**config.mk**
```make
export PLATFORM = sky130hd
export DESIGN_NAME = multicycle_control_unit
export DESIGN_NICKNAME = d
export VERILOG_FILES = /design/src/rtl/multicycle_control_unit.sv
export SDC_FILE = /design/constraint.sdc
export NUM_CORES = 1
export LEC_CHECK = 0
export ABC_AREA = 1
export BUFFER_PORTS_ARGS = -buffer_cell sky130_fd_sc_hd__buf_2
export CORE_MARGIN = 4
export CORE_UTILIZATION = 51
export DETAILED_ROUTE_END_ITERATION = 10
export PLACE_DENSITY = 0.85
export SLEW_MARGIN = 30
export SYNTH_ARGS = -nofsm -noshare
export SYNTH_HDL_FRONTEND = slang
export SYNTH_SLANG_ARGS = --single-unit
```
**constraint.sdc**
```tcl
create_clock -name clk -period 2 [get_ports clk]
set_clock_uncertainty 0.1 [all_clocks]
set_input_delay 0.6 -clock clk [delete_from_list [all_inputs] [get_ports clk]]
set_output_delay 0.6 -clock clk [all_outputs]
set_load 0.02 [all_outputs]
```
**src/rtl/multicycle_control_unit.sv**
```systemverilog
// rtl/multicycle_control_unit.sv - multi-cycle MIPS control FSM with memory handshake and retire counter
module multicycle_control_unit #(
    parameter int OPCODE_W  = 6,
    parameter int FUNCT_W   = 6,
    parameter int TIMEOUT_W = 4,
    parameter int CNT_W     = 32
) (
    input  logic                clk,
    input  logic                reset_n,
    input  logic [OPCODE_W-1:0] opcode,
    input  logic [FUNCT_W-1:0]  funct,
    input  logic                mem_ready,
    input  logic                stall,
    output logic                mem_req,
    output logic                IRWrite,
    output logic                PCWrite,
    output logic                RegRead,
    output logic                RegWrite,
    output logic                MemRead,
    output logic                MemWrite,
    output logic                RegDst,
    output logic                Branch,
    output logic                ALUSrc,
    output logic                PCSrc,
    output logic                MemToReg,
    output logic                instr_done,
    output logic                illegal_op,
    output logic                mem_timeout,
    output logic [CNT_W-1:0]    instr_count
);

    typedef enum logic [2:0] {
        S_FETCH, S_DECODE, S_EXEC, S_MEM, S_WB
    } state_t;

    typedef enum logic [3:0] {
        C_ILL, C_R, C_JR, C_IALU, C_BR, C_J, C_JAL, C_LOAD, C_STORE
    } class_t;

    state_t                state, state_nx;
    class_t                cls;
    logic [OPCODE_W-1:0]   op_q;
    logic [FUNCT_W-1:0]    fn_q;
    logic [TIMEOUT_W-1:0]  wait_cnt, wait_nx;
    logic                  latch, waiting, retire, go;

    always_ff @(posedge clk or negedge reset_n) begin
        if (!reset_n) begin
            state       <= S_FETCH;
            op_q        <= '0;
            fn_q        <= '0;
            wait_cnt    <= '0;
            instr_count <= '0;
        end else if (!stall) begin
            state    <= state_nx;
            wait_cnt <= wait_nx;
            if (latch) begin
                op_q <= opcode;
                fn_q <= funct;
            end
            if (instr_done)
                instr_count <= instr_count + CNT_W'(1);
        end
    end

    always_comb begin
        cls = C_ILL;
        case (op_q)
            OPCODE_W'(6'h00): cls = (fn_q == FUNCT_W'(6'h08)) ? C_JR : C_R;
            OPCODE_W'(6'h02): cls = C_J;
            OPCODE_W'(6'h03): cls = C_JAL;
            OPCODE_W'(6'h04), OPCODE_W'(6'h05): cls = C_BR;
            OPCODE_W'(6'h08), OPCODE_W'(6'h09), OPCODE_W'(6'h0A), OPCODE_W'(6'h0B),
            OPCODE_W'(6'h0C), OPCODE_W'(6'h0D), OPCODE_W'(6'h0E), OPCODE_W'(6'h0F): cls = C_IALU;
            OPCODE_W'(6'h20), OPCODE_W'(6'h21), OPCODE_W'(6'h23), OPCODE_W'(6'h24),
            OPCODE_W'(6'h25): cls = C_LOAD;
            OPCODE_W'(6'h28), OPCODE_W'(6'h29), OPCODE_W'(6'h2B): cls = C_STORE;
            default: cls = C_ILL;
        endcase
    end

    // Every strobe that commits state (writes, pulses) is qualified by go so a stall is a true freeze.
    always_comb begin
        go          = !stall;
        state_nx    = state;
        wait_nx     = '0;
        latch       = 1'b0;
        waiting     = 1'b0;
        retire      = 1'b0;
        mem_req     = 1'b0;
        IRWrite     = 1'b0;
        PCWrite     = 1'b0;
        RegRead     = 1'b0;
        RegWrite    = 1'b0;
        MemRead     = 1'b0;
        MemWrite    = 1'b0;
        RegDst      = 1'b0;
        Branch      = 1'b0;
        ALUSrc      = 1'b0;
        PCSrc       = 1'b0;
        MemToReg    = 1'b0;
        instr_done  = 1'b0;
        illegal_op  = 1'b0;
        mem_timeout = 1'b0;
        case (state)
            S_FETCH: begin
                mem_req = 1'b1;
                MemRead = 1'b1;
                if (mem_ready) begin
                    IRWrite  = go;
                    PCWrite  = go;
                    latch    = 1'b1;
                    state_nx = S_DECODE;
                end else begin
                    waiting = 1'b1;
                end
            end
            S_DECODE: begin
                if (cls == C_ILL) begin
                    illegal_op = go;
                    state_nx   = S_FETCH;
                end else begin
                    RegRead  = 1'b1;
                    state_nx = S_EXEC;
                end
            end
            S_EXEC: begin
                case (cls)
                    C_R:     begin RegDst = 1'b1; state_nx = S_WB; end
                    C_IALU:  begin ALUSrc = 1'b1; state_nx = S_WB; end
                    C_JR:    begin PCSrc = 1'b1; PCWrite = go; retire = 1'b1; end
                    C_BR:    begin Branch = 1'b1; retire = 1'b1; end
                    C_J:     begin PCSrc = 1'b1; PCWrite = go; retire = 1'b1; end
                    C_JAL:   begin PCSrc = 1'b1; PCWrite = go; RegWrite = go; retire = 1'b1; end
                    C_LOAD, C_STORE: begin ALUSrc = 1'b1; state_nx = S_MEM; end
                    default: state_nx = S_FETCH;
                endcase
            end
            S_MEM: begin
                mem_req  = 1'b1;
                ALUSrc   = 1'b1;
                MemRead  = (cls == C_LOAD);
                MemWrite = (cls == C_STORE) && go;
                if (mem_ready) begin
                    if (cls == C_STORE) retire = 1'b1;
                    else state_nx = S_WB;
                end else begin
                    waiting = 1'b1;
                end
            end
            S_WB: begin
                RegWrite = go;
                RegDst   = (cls == C_R);
                MemToReg = (cls == C_LOAD);
                retire   = 1'b1;
            end
            default: state_nx = S_FETCH;
        endcase
        // A ready in the same cycle as a full counter never reaches here, so ready wins.
        if (waiting) begin
            if (&wait_cnt) begin
                mem_timeout = go;
                state_nx    = S_FETCH;
            end else begin
                wait_nx = wait_cnt + TIMEOUT_W'(1);
            end
        end
        if (retire) begin
            instr_done = go;
            state_nx   = S_FETCH;
        end
    end

endmodule

```
==> impl_metrics.tcl <==
set metrics [dict create \
    grt_pass1_vias 3664 \
    dieArea_sq_um 8050 \
    gp_congestion 0.930 \
    detail-route-antenna-nets 0 \
    startpoint_type "flip-flop" \
    violations "setup timing" \
    critPathArrivalTime_ns 1.75 \
    status "finished with violations" \
    min_period_ns 2.45 \
    ios 63 \
    core_area_sq_um 6420 \
    end_kind "output pin" \
    preCtsSetupSlack_ns -0.100 \
    slew_violations 0 \
    peakVddDrop_v 0.000953 \
    ys_ff_latch 51 \
    antenna_found_initial 0 \
    path_common_cell "nand2_4" \
    initial_core_util_pct 53.0 \
    max_freq_ghz 0.408 \
    cts_made_buffers 5 \
    drive_gt1_share_pct 36.2 \
    path_max_fanout 4 \
    async_flop_share_pct 100 \
    relSlewSlack_pct 73.3 \
    dp_hpwl_um 6550 \
    synthToLayoutAreaGrowth_pct 38.6 \
    yosys_warnings 0 \
    clockBufferDepth 2 \
    finalWorstSetupSlack_ns -0.449 \
    min_path_type "primary input to asynchronous set/reset pin" \
    gr-total-overflow 0 \
    synth-seq-area-share_pct 37.5 \
    fp.dieW_um 89.7 \
    rsz0062_at_grt "yes" \
    via_count 4039 \
    cp_top_family "simple AND/OR/NAND/NOR gates" \
    worstSetupPathType "flip-flop to output pin" \
    path_clk_slew_ns 0.09 \
    grt_pass1_wl_um 17000 \
    hold_violations 0 \
    finalSetupViolCount 17 \
    netlist_area_sq_um 3410 \
    synthTopCellsByArea "dfrtp_1 (37%), nand2_1 (24%), nor2_1 (7.7%), nand3_1 (6.5%), xor2_1 (3.1%)" \
    ys_types 27 \
    place_inst 665 \
    first_pass_iters 6 \
    clk_latency_ns 0.31 \
    drc_errors 0 \
    hold_buffers 0 \
    diodes 0 \
    final_net_count 643 \
    synth_top_area_share_pct 37.5 \
    drt-vias-per-instance 5.75 \
    first_iter_violations 569 \
    synth_top_cell_by_area "dfrtp_1" \
    final.period_utilization_pct 122 \
    synthCells 508 \
    max-cap-violations 0 \
    critPathBufInv 4 \
    crit_path_cell_trace "inv_2 > nand2_4 > nor2_4 > inv_4 > nor2_2 > nand2_2 > nand3_4 > nand2_4 > inv_6 > buf_6" \
    grt_use_total_pct 24.9 \
    ctsHtreeMaxLevel 2 \
    cts-root-buf "clkbuf_8" \
    grt_max_degree 52 \
    instances_no_fill 702 \
    p_per_area_nw_per_um2 1070 \
    slowest_delay_ns 0.41 \
    synth_area_per_cell_sq_um 6.70 \
    stdcell_area_sq_um 4720 \
    fin_total_pwr_mw 5.06 \
    totalWireLength_um 11800 \
    syn-num-nets 526 \
    critPathSlowestCell "dfrtp_1" \
    dieHeight_um 89.7 \
    synth-edff-count 0 \
    post_drt_wl_per_cell_um 16.9 \
    clock_sinks 51 \
    placed_cell_area_sq_um 4010 \
    tns_ns -4.75 \
    tritoncts "done" \
    ys.flop_type "dfrtp_1" \
    port_buffers 62 \
    leakage_nw 2.42 \
    rows 29 \
    tightest_slew_ns 0.399 \
    required_ns 1.30 \
]
## state kept, by name (all words and copies together) (netlist names)
register,cells
instr_count,32
wait_cnt,4
fn_q,6
op_q,6
state,3
## cells in the final DEF, fill, tap and decap left out, types with 2 or more instances in the layout
master    Yosys  final
nand2_1     217    199
nor2_1       70     57
buf_4         3     49
buf_2         2     47
dfrtp_1      51     43
nand3_1      44     41
buf_6         2     26
nand2_2      14     25
nor2_4        3     15
inv_1        22     14
nand3b_1     13     13
xor2_1       12     12
inv_2         7     11
nor2_2        8      9
nand2_4       1      8
o21ai_0       9      8
dfrtp_2       0      8
nand3_2       4      5
clkbuf_8      0      5
xnor2_1       4      4
nand3_4       1      3
inv_4         0      3
nor3_4        0      3
a21oi_2       0      3
o31ai_1       3      2
ha_1          2      2
## path summary, 6_finish.rpt
path	start	to	slack, ns	cells after the start
min in group clk	funct[1]	fn_q[1]$_DFFE_PN0P_	0.38	3
max reg2reg	op_q[3]$_DFFE_PN0P_	state[1]$_DFFE_PN0N_	-0.45	17
max in group asynchronous	reset_n	op_q[1]$_DFFE_PN0P_	1.38	2
max	state[2]$_DFFE_PN0N_	instr_done	-0.45	10
min	reset_n	wait_cnt[0]$_DFFE_PN0N_	0.15	2
min reg2reg	fn_q[1]$_DFFE_PN0P_	fn_q[1]$_DFFE_PN0P_	0.38	2
## where the power goes
| group | switching, mW | total (mW) | internal [mW] |
|---|---|---|---|
| logic | 1.61 | 2.88 | 1.27 |
| clock network | 0.354 | 0.721 | 0.368 |
| registers | 0.233 | 1.46 | 1.22 |
| total | 2.20 | 5.06 | 2.86 |
## repair_timing
| item | CTS | global route |
|---|---|---|
| pin swaps | 21 | 26 |
| setup endpoints to repair | 15 | 37 |
| resized for setup | 64 | 56 |
| buffers inserted | 18 | 14 |
## cell usage after synthesis (2+ instances only)
library cell	number
buf_2	2
a21oi_1	4
o31ai_1	3
xor2_1	12
inv_2	7
nand2_2	14
nand3b_1	13
nand3_2	4
dfrtp_1	51
buf_4	3
nand3_1	44
nor2_2	8
ha_1	2
clkbuf_1	5
nand2_1	217
buf_6	2
xnor2_1	4
nor2_1	70
inv_1	22
nor2_4	3
nor3_1	4
o21ai_0	9
## layout make-up
class	count	area, sq um
tap	77	96.3
sequential	51	1290
multi-input combinational	415	2200
timing repair buffer	123	916
inverter	29	121
clock inverter	1	30.0
fill	460	1700
clock buffer	6	72.6
## metrics by stage
| step | hold WS [ns] | util [%] |
|---|---|---|
| floorplan | 0.204 | - |
| global placement | 0.359 | 62.4 |
| detailed placement | 0.359 | 62.4 |
| CTS | 0.188 | 69.3 |
| global route | 0.185 | 73.5 |
| finish | 0.151 | 73.5 |
## cell families (layout without fill, tap and decap cells)
logic type               count (synthesis)  after routing  synth area share, %
AND/OR/NAND/NOR                        379            379                 48.6
flip-flops                              51             51                 37.5
buffers and inverters                   42            159                 5.80
AO/OA/AOI/OAI                           18             18                 3.27
XOR/XNOR                                16             16                 4.11
adder cells (fa/ha/maj)                  2              2                0.735
## routing by layer
| layer | wire, um | vias to the layer above | global-route usage [%] |
|---|---|---|---|
| li1 | - | 1828 | - |
| met1 | 4400 | 1865 | 31.6 |
| met2 | 5770 | 266 | 42.2 |
| met3 | 960 | 80 | 4.42 |
| met4 | 720 | 0 | 9.96 |
| met5 | 0 | - | 0 |
## worst register-to-register path, delay by kind of cell (launching register included)
family                 cells  cell delay, ns
buffers and inverters      9            1.09
and+or+nand+nor            8            0.73
DFF                        1            0.46
Note: power is estimated with default switching activity, not from simulation.
